**src/rtl/rnd_pkg.sv**
```systemverilog
// ---------------------------------------------------------------------------
// rnd_pkg
//   Shared types and constants for the serial random-bit source.
//   - rnd_state_t  : frame FSM states
//   - LFSR_W       : LFSR width
//   - LFSR_TAPS    : feedback taps for x^16+x^14+x^13+x^11+1 (bits 15,13,12,10)
//   - LFSR_MSB     : mask selecting the bit shifted out as the frame bit
//   - DEFAULT_SEED : reset / zero-load substitute seed
// ---------------------------------------------------------------------------
package rnd_pkg;

   localparam int unsigned        LFSR_W       = 16;
   localparam logic [LFSR_W-1:0]  LFSR_TAPS    = 16'hB400;
   localparam logic [LFSR_W-1:0]  LFSR_MSB     = 16'h8000;
   localparam logic [LFSR_W-1:0]  DEFAULT_SEED = 16'hACE1;

   typedef enum logic [1:0] {
      IDLE,
      RUN,
      DONE
   } rnd_state_t;

endpackage

```
**src/rtl/rnd_bit_gen_lfsr16.sv**
```systemverilog
// ---------------------------------------------------------------------------
// lfsr16
//   Free-running 16-bit Fibonacci LFSR, shifting toward the MSB.
//   Ports:
//     clk  in   rising-edge clock
//     rst  in   asynchronous active-high reset (q <= SEED)
//     ld   in   load din instead of advancing on this edge
//     din  in   load value; zero is replaced by SEED so the register
//               can never lock up at all-zero
//     q    out  current LFSR state
// ---------------------------------------------------------------------------
module lfsr16
   import rnd_pkg::*;
#(
   parameter logic [LFSR_W-1:0] SEED = DEFAULT_SEED
) (
   input  logic              clk,
   input  logic              rst,
   input  logic              ld,
   input  logic [LFSR_W-1:0] din,
   output logic [LFSR_W-1:0] q
);

   logic fb;

   always_comb fb = ^(q & LFSR_TAPS);

   always_ff @(posedge clk or posedge rst) begin
      if (rst) begin
         q <= SEED;
      end else if (ld) begin
         q <= (din == '0) ? SEED : din;
      end else begin
         q <= {q[LFSR_W-2:0], fb};
      end
   end

endmodule

```
**src/rtl/rnd_bit_gen.sv**
```systemverilog
// ---------------------------------------------------------------------------
// rnd_bit_gen
//   On a start request, emits one FRAME_LEN-bit frame of pseudo-random bits,
//   MSB first, one per clock, taken from a free-running LFSR.
//   Ports:
//     clk, rst   clock, asynchronous active-high reset
//     start      frame request, honoured only in IDLE
//     seed_ld    load seed into the LFSR, honoured only in IDLE
//     seed       seed value
//     rndbt      registered serial frame bit (0 outside frames)
//     vld        rndbt carries a frame bit
//     frm_start  pulse with the first frame bit
//     frm_done   pulse in the cycle after the last frame bit
//     busy       FSM not in IDLE
//     ones       count of 1s in the frame, final while frm_done is high
// ---------------------------------------------------------------------------
module rnd_bit_gen
   import rnd_pkg::*;
#(
   parameter int unsigned       FRAME_LEN = 8,
   parameter logic [LFSR_W-1:0] SEED      = DEFAULT_SEED
) (
   input  logic                               clk,
   input  logic                               rst,
   input  logic                               start,
   input  logic                               seed_ld,
   input  logic [LFSR_W-1:0]                  seed,
   output logic                               rndbt,
   output logic                               vld,
   output logic                               frm_start,
   output logic                               frm_done,
   output logic                               busy,
   output logic [$clog2(FRAME_LEN+1)-1:0]     ones
);

   localparam int unsigned CW = $clog2(FRAME_LEN + 1);

   rnd_state_t        state, state_nxt;
   logic [CW-1:0]     bit_cnt;
   logic [LFSR_W-1:0] lfsr_q;
   logic              lfsr_ld;
   logic              frame_bit;
   logic              last_bit;

   // Seed loads are only honoured while idle; otherwise the LFSR keeps running.
   always_comb lfsr_ld = seed_ld && (state == IDLE);

   lfsr16 #(.SEED(SEED)) u_lfsr (
      .clk (clk),
      .rst (rst),
      .ld  (lfsr_ld),
      .din (seed),
      .q   (lfsr_q)
   );

   always_comb frame_bit = |(lfsr_q & LFSR_MSB);
   always_comb last_bit  = (bit_cnt == CW'(FRAME_LEN - 1));

   always_ff @(posedge clk or posedge rst) begin
      if (rst) begin
         state <= IDLE;
      end else begin
         state <= state_nxt;
      end
   end

   always_comb begin
      state_nxt = state;
      case (state)
         IDLE:    if (start) state_nxt = RUN;
         RUN:     if (last_bit) state_nxt = DONE;
         DONE:    state_nxt = IDLE;
         default: state_nxt = IDLE;
      endcase
   end

   always_comb busy = (state != IDLE);

   // Strobes default low each edge so they form single-cycle pulses.
   always_ff @(posedge clk or posedge rst) begin
      if (rst) begin
         rndbt     <= 1'b0;
         vld       <= 1'b0;
         frm_start <= 1'b0;
         frm_done  <= 1'b0;
         bit_cnt   <= '0;
         ones      <= '0;
      end else begin
         rndbt     <= 1'b0;
         vld       <= 1'b0;
         frm_start <= 1'b0;
         frm_done  <= 1'b0;
         case (state)
            IDLE: begin
               if (start) begin
                  bit_cnt <= '0;
                  ones    <= '0;
               end
            end
            RUN: begin
               rndbt     <= frame_bit;
               vld       <= 1'b1;
               frm_start <= (bit_cnt == '0);
               bit_cnt   <= bit_cnt + CW'(1);
               ones      <= ones + {{(CW-1){1'b0}}, frame_bit};
            end
            DONE: begin
               frm_done <= 1'b1;
            end
            default: ;
         endcase
      end
   end

endmodule

```
**config.mk**
```make
export PLATFORM = sky130hd
export DESIGN_NAME = rnd_bit_gen
export DESIGN_NICKNAME = d
export VERILOG_FILES = /design/src/rtl/rnd_pkg.sv /design/src/rtl/rnd_bit_gen_lfsr16.sv /design/src/rtl/rnd_bit_gen.sv
export SDC_FILE = /design/constraint.sdc
export NUM_CORES = 1
export LEC_CHECK = 0
export CORE_ASPECT_RATIO = 1.25
export CORE_UTILIZATION = 35
export CTS_CLUSTER_SIZE = 24
export DETAILED_ROUTE_END_ITERATION = 8
export HOLD_SLACK_MARGIN = 0.06
export PLACE_DENSITY = 0.66
export SYNTH_ARGS = -nofsm -noshare
export SYNTH_HDL_FRONTEND = slang
export SYNTH_SLANG_ARGS = --single-unit
```
**constraint.sdc**
```tcl
create_clock -name clk -period 1.65 [get_ports clk]
set_input_delay 0.165 -clock clk [delete_from_list [all_inputs] [get_ports clk]]
set_output_delay 0.165 -clock clk [all_outputs]
set_load 0.02 [all_outputs]
```
After elaboration in Yosys (flattened, before gate mapping)
Index checks and enable logic that the tools add are counted.
{"block": "totals", "ff_bits": 30, "latchBits": 0, "ramBits": 0, "romBits": 0, "in_bits": 20, "out_inout_bits": 9, "elab_cells": 36, "memories": 0}
{"block": "classes", "add_sub_neg": 2, "n_mul": 0, "div": 0, "magnitude_cmp": 0, "n_eq_ne": 5, "shift": 0, "n_mux": 12, "bitwise_logic": 0, "n_reduce_logical": 9}
{"operator": "$mux W16", "n": 2}
{"operator": "$logic_not A16 Y1", "n": 1}
{"operator": "$pmux W4 S2", "n": 2}
{"operator": "$reduce_xor A16 Y1", "n": 1}
{"operator": "$add A4 B1 Y4", "n": 1}
{"operator": "$add A4 B1 Y4 const B", "n": 1}
{"operator": "$eq A4 B3 Y1 const B", "n": 1}
{"operator": "$logic_not A4 Y1", "n": 1}
{"operator": "$mux W1", "n": 4}
{"operator": "$mux W2", "n": 2}
{"operator": "$mux W4", "n": 1}
{"operator": "$ne A2 B2 Y1 const B", "n": 2}
{"operator": "$pmux W2 S2", "n": 1}
{"operator": "$reduce_and A2 Y1", "n": 2}
{"operator": "$reduce_bool A2 Y1", "n": 2}
{"operator": "$eq A2 B1 Y1 const B", "n": 1}
{"operator": "$eq A2 B2 Y1 const B", "n": 1}
{"operator": "$logic_not A2 Y1", "n": 1}
{"operator": "$logic_and A1 B1 Y1", "n": 1}

Longest topological paths before layout
{"block": "logic_depth", "ltp_word": 3, "depth_mapped": 6, "ltp_nobuf": 5}

Modules after synthesis
Synthesis repeated with hierarchy kept, for this count alone.
{"block": "unflattened", "hier_cells": 104, "hier_area_um2": 1326.3}
{"mod": "lfsr16", "n_inst": 1, "cells_each": 43, "area_per_inst_um2": 676.9, "seq_area_each_um2": 410.4}
{"mod": "rnd_bit_gen", "n_inst": 1, "cells_each": 61, "area_per_inst_um2": 649.4, "seq_area_each_um2": 350.3}

Least setup slack after synthesis
OpenSTA, ideal clock, no wires.
{"block": "synth_timing", "path_kind": "register to register", "startpoint": "register state[0]", "endpoint": "register u_lfsr.q[0]", "setup_time_ns": 0.089, "arrival_ns": 1.223, "setup_slack_ns": 0.337, "path_stages_with_launch": 7, "path_buffers": 3, "period_less_slack_ns": 1.313, "cell_sequence": "dfrtp_1 buf_6 or3b_1 buf_6 buf_6 nor2_2 a22oi_2"}
{"block": "synth_via", "elab_chain_cells": 3}
{"item": "start, declared", "line_no": "rnd_bit_gen.sv:38", "source": "rnd_state_t state, state_nxt;"}
{"item": "start signal, assigned", "line_no": "rnd_bit_gen.sv:63", "source": "state <= state_nxt;"}
{"item": "$logic_not A2 Y1", "line_no": "rnd_bit_gen.sv:46", "source": "always_comb lfsr_ld = seed_ld && (state == IDLE);"}
{"item": "$logic_and A1 B1 Y1", "line_no": "rnd_bit_gen.sv:46"}
{"item": "$mux W16", "line_no": "rnd_bit_gen_lfsr16.sv:31", "source": "end else if (ld) begin"}
{"item": "end signal, assigned", "line_no": "rnd_bit_gen_lfsr16.sv:32", "source": "q <= (din == '0) ? SEED : din;"}
{"item": "end signal, assigned", "line_no": "rnd_bit_gen_lfsr16.sv:34", "source": "q <= {q[LFSR_W-2:0], fb};"}
{"item": "end, declared", "line_no": "rnd_bit_gen_lfsr16.sv:21", "source": "output logic [LFSR_W-1:0] q"}
Every way passes these cells.
A chain may end at the register's enable or synchronous reset.

Worst setup path in the final report
{"block": "layout_timing", "startpoint": "register state[1]", "endpoint": "output port busy"}
{"block": "layout_via", "elab_chain_cells": 1}
{"item": "$reduce_bool A2 Y1", "line_no": "rnd_bit_gen.sv:77", "source": "always_comb busy = (state != IDLE);"}
{"item": "end, declared", "line_no": "rnd_bit_gen.sv:32", "source": "output logic busy,"}
Every way passes these cells.

==> metrics.cfg <==
[status]
outcome=finished with violations
violations=design-rule violations

[clock_network]
h-tree-depth=2
cts-root-buf=clkbuf_8
cts_buffers=5
clk_pin_slew_worst_paths_ps=60
cts_tree=done
clk_latency_ps=280
holdBufCountCts=0
clock_sinks=30
clockBufferDepth=2

[yosys]
async_reset_ff_share_pct=100
synth_area_um2=1330
synth_edf_count=0
synth_cells=127
post_synth.cell_area_avg_um2=10.4
synth_nets=151
ys_seq_area_share_pct=57.4
synth_ff_type=dfrtp_1
synth_cell_types=30
ys_warn_count=0
ys_ff_latch=30

[timing]
setup_viol=0
max_freq_ghz=0.660
worst_pin_slew_ps=495
tns_ps=0
max-slew-margin-rel_pct=66.9
rsz0062_at_grt=no
finClkSkew_ps=7.40
fin_crit_sh_pct=91.9
final_hold_viol_count=0
period_minus_slack_ps=1520
drv_slew=0

[drt]
ant_nets=0
viasPerCell=5.01
firstDrtPassIters=6
wl_mm=2.58
wl_per_cell_um=12.7
dr.first_iter.drc_count=30
route.detailed.drc=5
vias=1017

[grt]
grt_pass1_vias=1052
antenna_found_initial=0
grt_usage_pct=14.2
grt_max_degree=31
grt_pass1_wl_mm=4.38
grt_overflow_total=0

[critical_path]
crit_type=register to primary output
crit_fanout=9
required_ps=1480
cp_num_buf_inv=1
slowest_stage=dfrtp_1
crit_chain=or2_2, dlygate4sd2_1
crit_arrival_ps=1350
critPathMaxStageDelay_ps=450
startpoint_type=register
critPathTopFamily=flip-flops
crit_path_end_kind=primary output

[power]
vdd_drop_max_v=0.000637
power.total_mw=3.08
leakage_nw=0.776
p_per_area_nw_per_um2=1780

[floorplan]
num_rows=24
die_area_um2=4040
die_w_um=57.0
coreArea_um2=3540
start_util_pct=37.4
fp.dieH_um=70.8
io_pins=29

[finish]
final_nets=187
layout_commonest_cell=nand2_1
diodes=0
area_growth_pct=30.7
drive_gt1_share_pct=14.0
fill_cells=351
final_cell_mix=nand2_1 (28), clkdlybuf4s50_1 (27), dfrtp_1 (22), nor2_1 (15)

[placement]
gp_congestion=0.763
dp_hpwl_mm=1.80
io_buffers=28

[flow_run]
drv_cap=0

[worst_hold_path]
hp-class=input port to asynchronous set/reset pin

## worst register-to-register path, stage by stage, from the launching register on
cell and delay [ps]:
dfrtp_1 450, or3b_1 400, buf_4 200, nor2_1 120, a21oi_1 80
## cells by family after synthesis
kind of cell	after synthesis	share of synthesized area (%)
mux	3	2.27
xor+xnor	3	1.98
fa+ha+maj	4	3.78
simple gates	63	22.6
compound gates	16	7.93
flops	30	57.4
buf+inv	8	4.06
## layer usage
| metal | GRT usage (%) | routed length (µm) | share of wire, % | vias up |
|---|---|---|---|---|
| met3 | 5.12 | 155 | 6.0 | 6 |
| met2 | 23.9 | 1190 | 46 | 37 |
| met5 | 0 | 0 | 0 | - |
| met4 | 6.50 | 48 | 1.9 | 0 |
| met1 | 15.9 | 1190 | 46 | 481 |
| li1 | - | - | - | 493 |
## worst paths after layout
path / start / endpoint / slack, ps / depth (start not counted)
worst max-delay path: state[1]$_DFFE_PP0P_ / busy / 130 / 2
worst min-delay path: rst / bit_cnt[1]$_DFFE_PP0P_ / 260 / 3
worst max register to register: state[1]$_DFFE_PP0P_ / u_lfsr.q[5]$_DFF_PP1_ / 320 / 4
worst min register to register: u_lfsr.q[3]$_DFF_PP0_ / u_lfsr.q[4]$_DFF_PP0_ / 450 / 2
max in group asynchronous: rst / u_lfsr.q[10]$_DFF_PP1_ / 1070 / 3
min in group clk: u_lfsr.q[3]$_DFF_PP0_ / u_lfsr.q[4]$_DFF_PP0_ / 450 / 2
## area by class of cell
type / count / area [µm²] / share of cell area, %
clock buffers: 8 / 80.1 / 4.62
multi-input cells: 89 / 510 / 29.5
inverters: 4 / 15.0 / 0.867
well taps: 39 / 48.8 / 2.82
repair buffers: 33 / 317 / 18.3
flip-flops and latches: 30 / 761 / 43.9
## registers in the layout, indices dropped and copies added (netlist names)
register	flops
bit_cnt	4
frm_done	1
frm_start	1
ones	4
rndbt	1
state	2
u_lfsr.q	16
vld	1
## stage by stage
step                area, µm²  cells  setup WS [ps]  hold slack (ps)  utilization (%)
floorplan                1330    127            337              250                -
global placement         1650    195            195              434             46.6
detailed placement       1650    195            192              449             46.6
CTS                      1730    203            124              264             48.9
global route             1730    203           89.6              309             48.9
finish                   1730    203            134              255             48.9
## power breakdown
| part | internal (mW) | switching (mW) | leakage, nW | total (mW) |
|---|---|---|---|---|
| sequential | 1.16 | 0.213 | 0.350 | 1.37 |
| clock | 0.299 | 0.246 | 0.0395 | 0.545 |
| combinational | 0.599 | 0.565 | 0.386 | 1.16 |
## Yosys cell counts (2+ instances only)
cell type  count  area [µm²]
nand2_1       28         105
dfrtp_1       22         551
dfstp_2        8         210
a22o_1         4        35.0
nor4_1         4        25.0
nand2b_1       2        12.5
a21oi_1        8        40.0
inv_1          4        15.0
ha_1           4        50.1
mux2i_1        3        30.0
nor2_1        15        56.3
buf_6          3        33.8
o21ai_0        2        10.0
xor2_1         2        17.5
nand4_1        3        18.8
## timing repair
action / 4_1_cts / 5_1_grt
setup endpoints to repair: 1 / 0
setup buffers: 0 / 0
gates resized for setup: 1 / 0
Power figures use the tool's default switching activity.
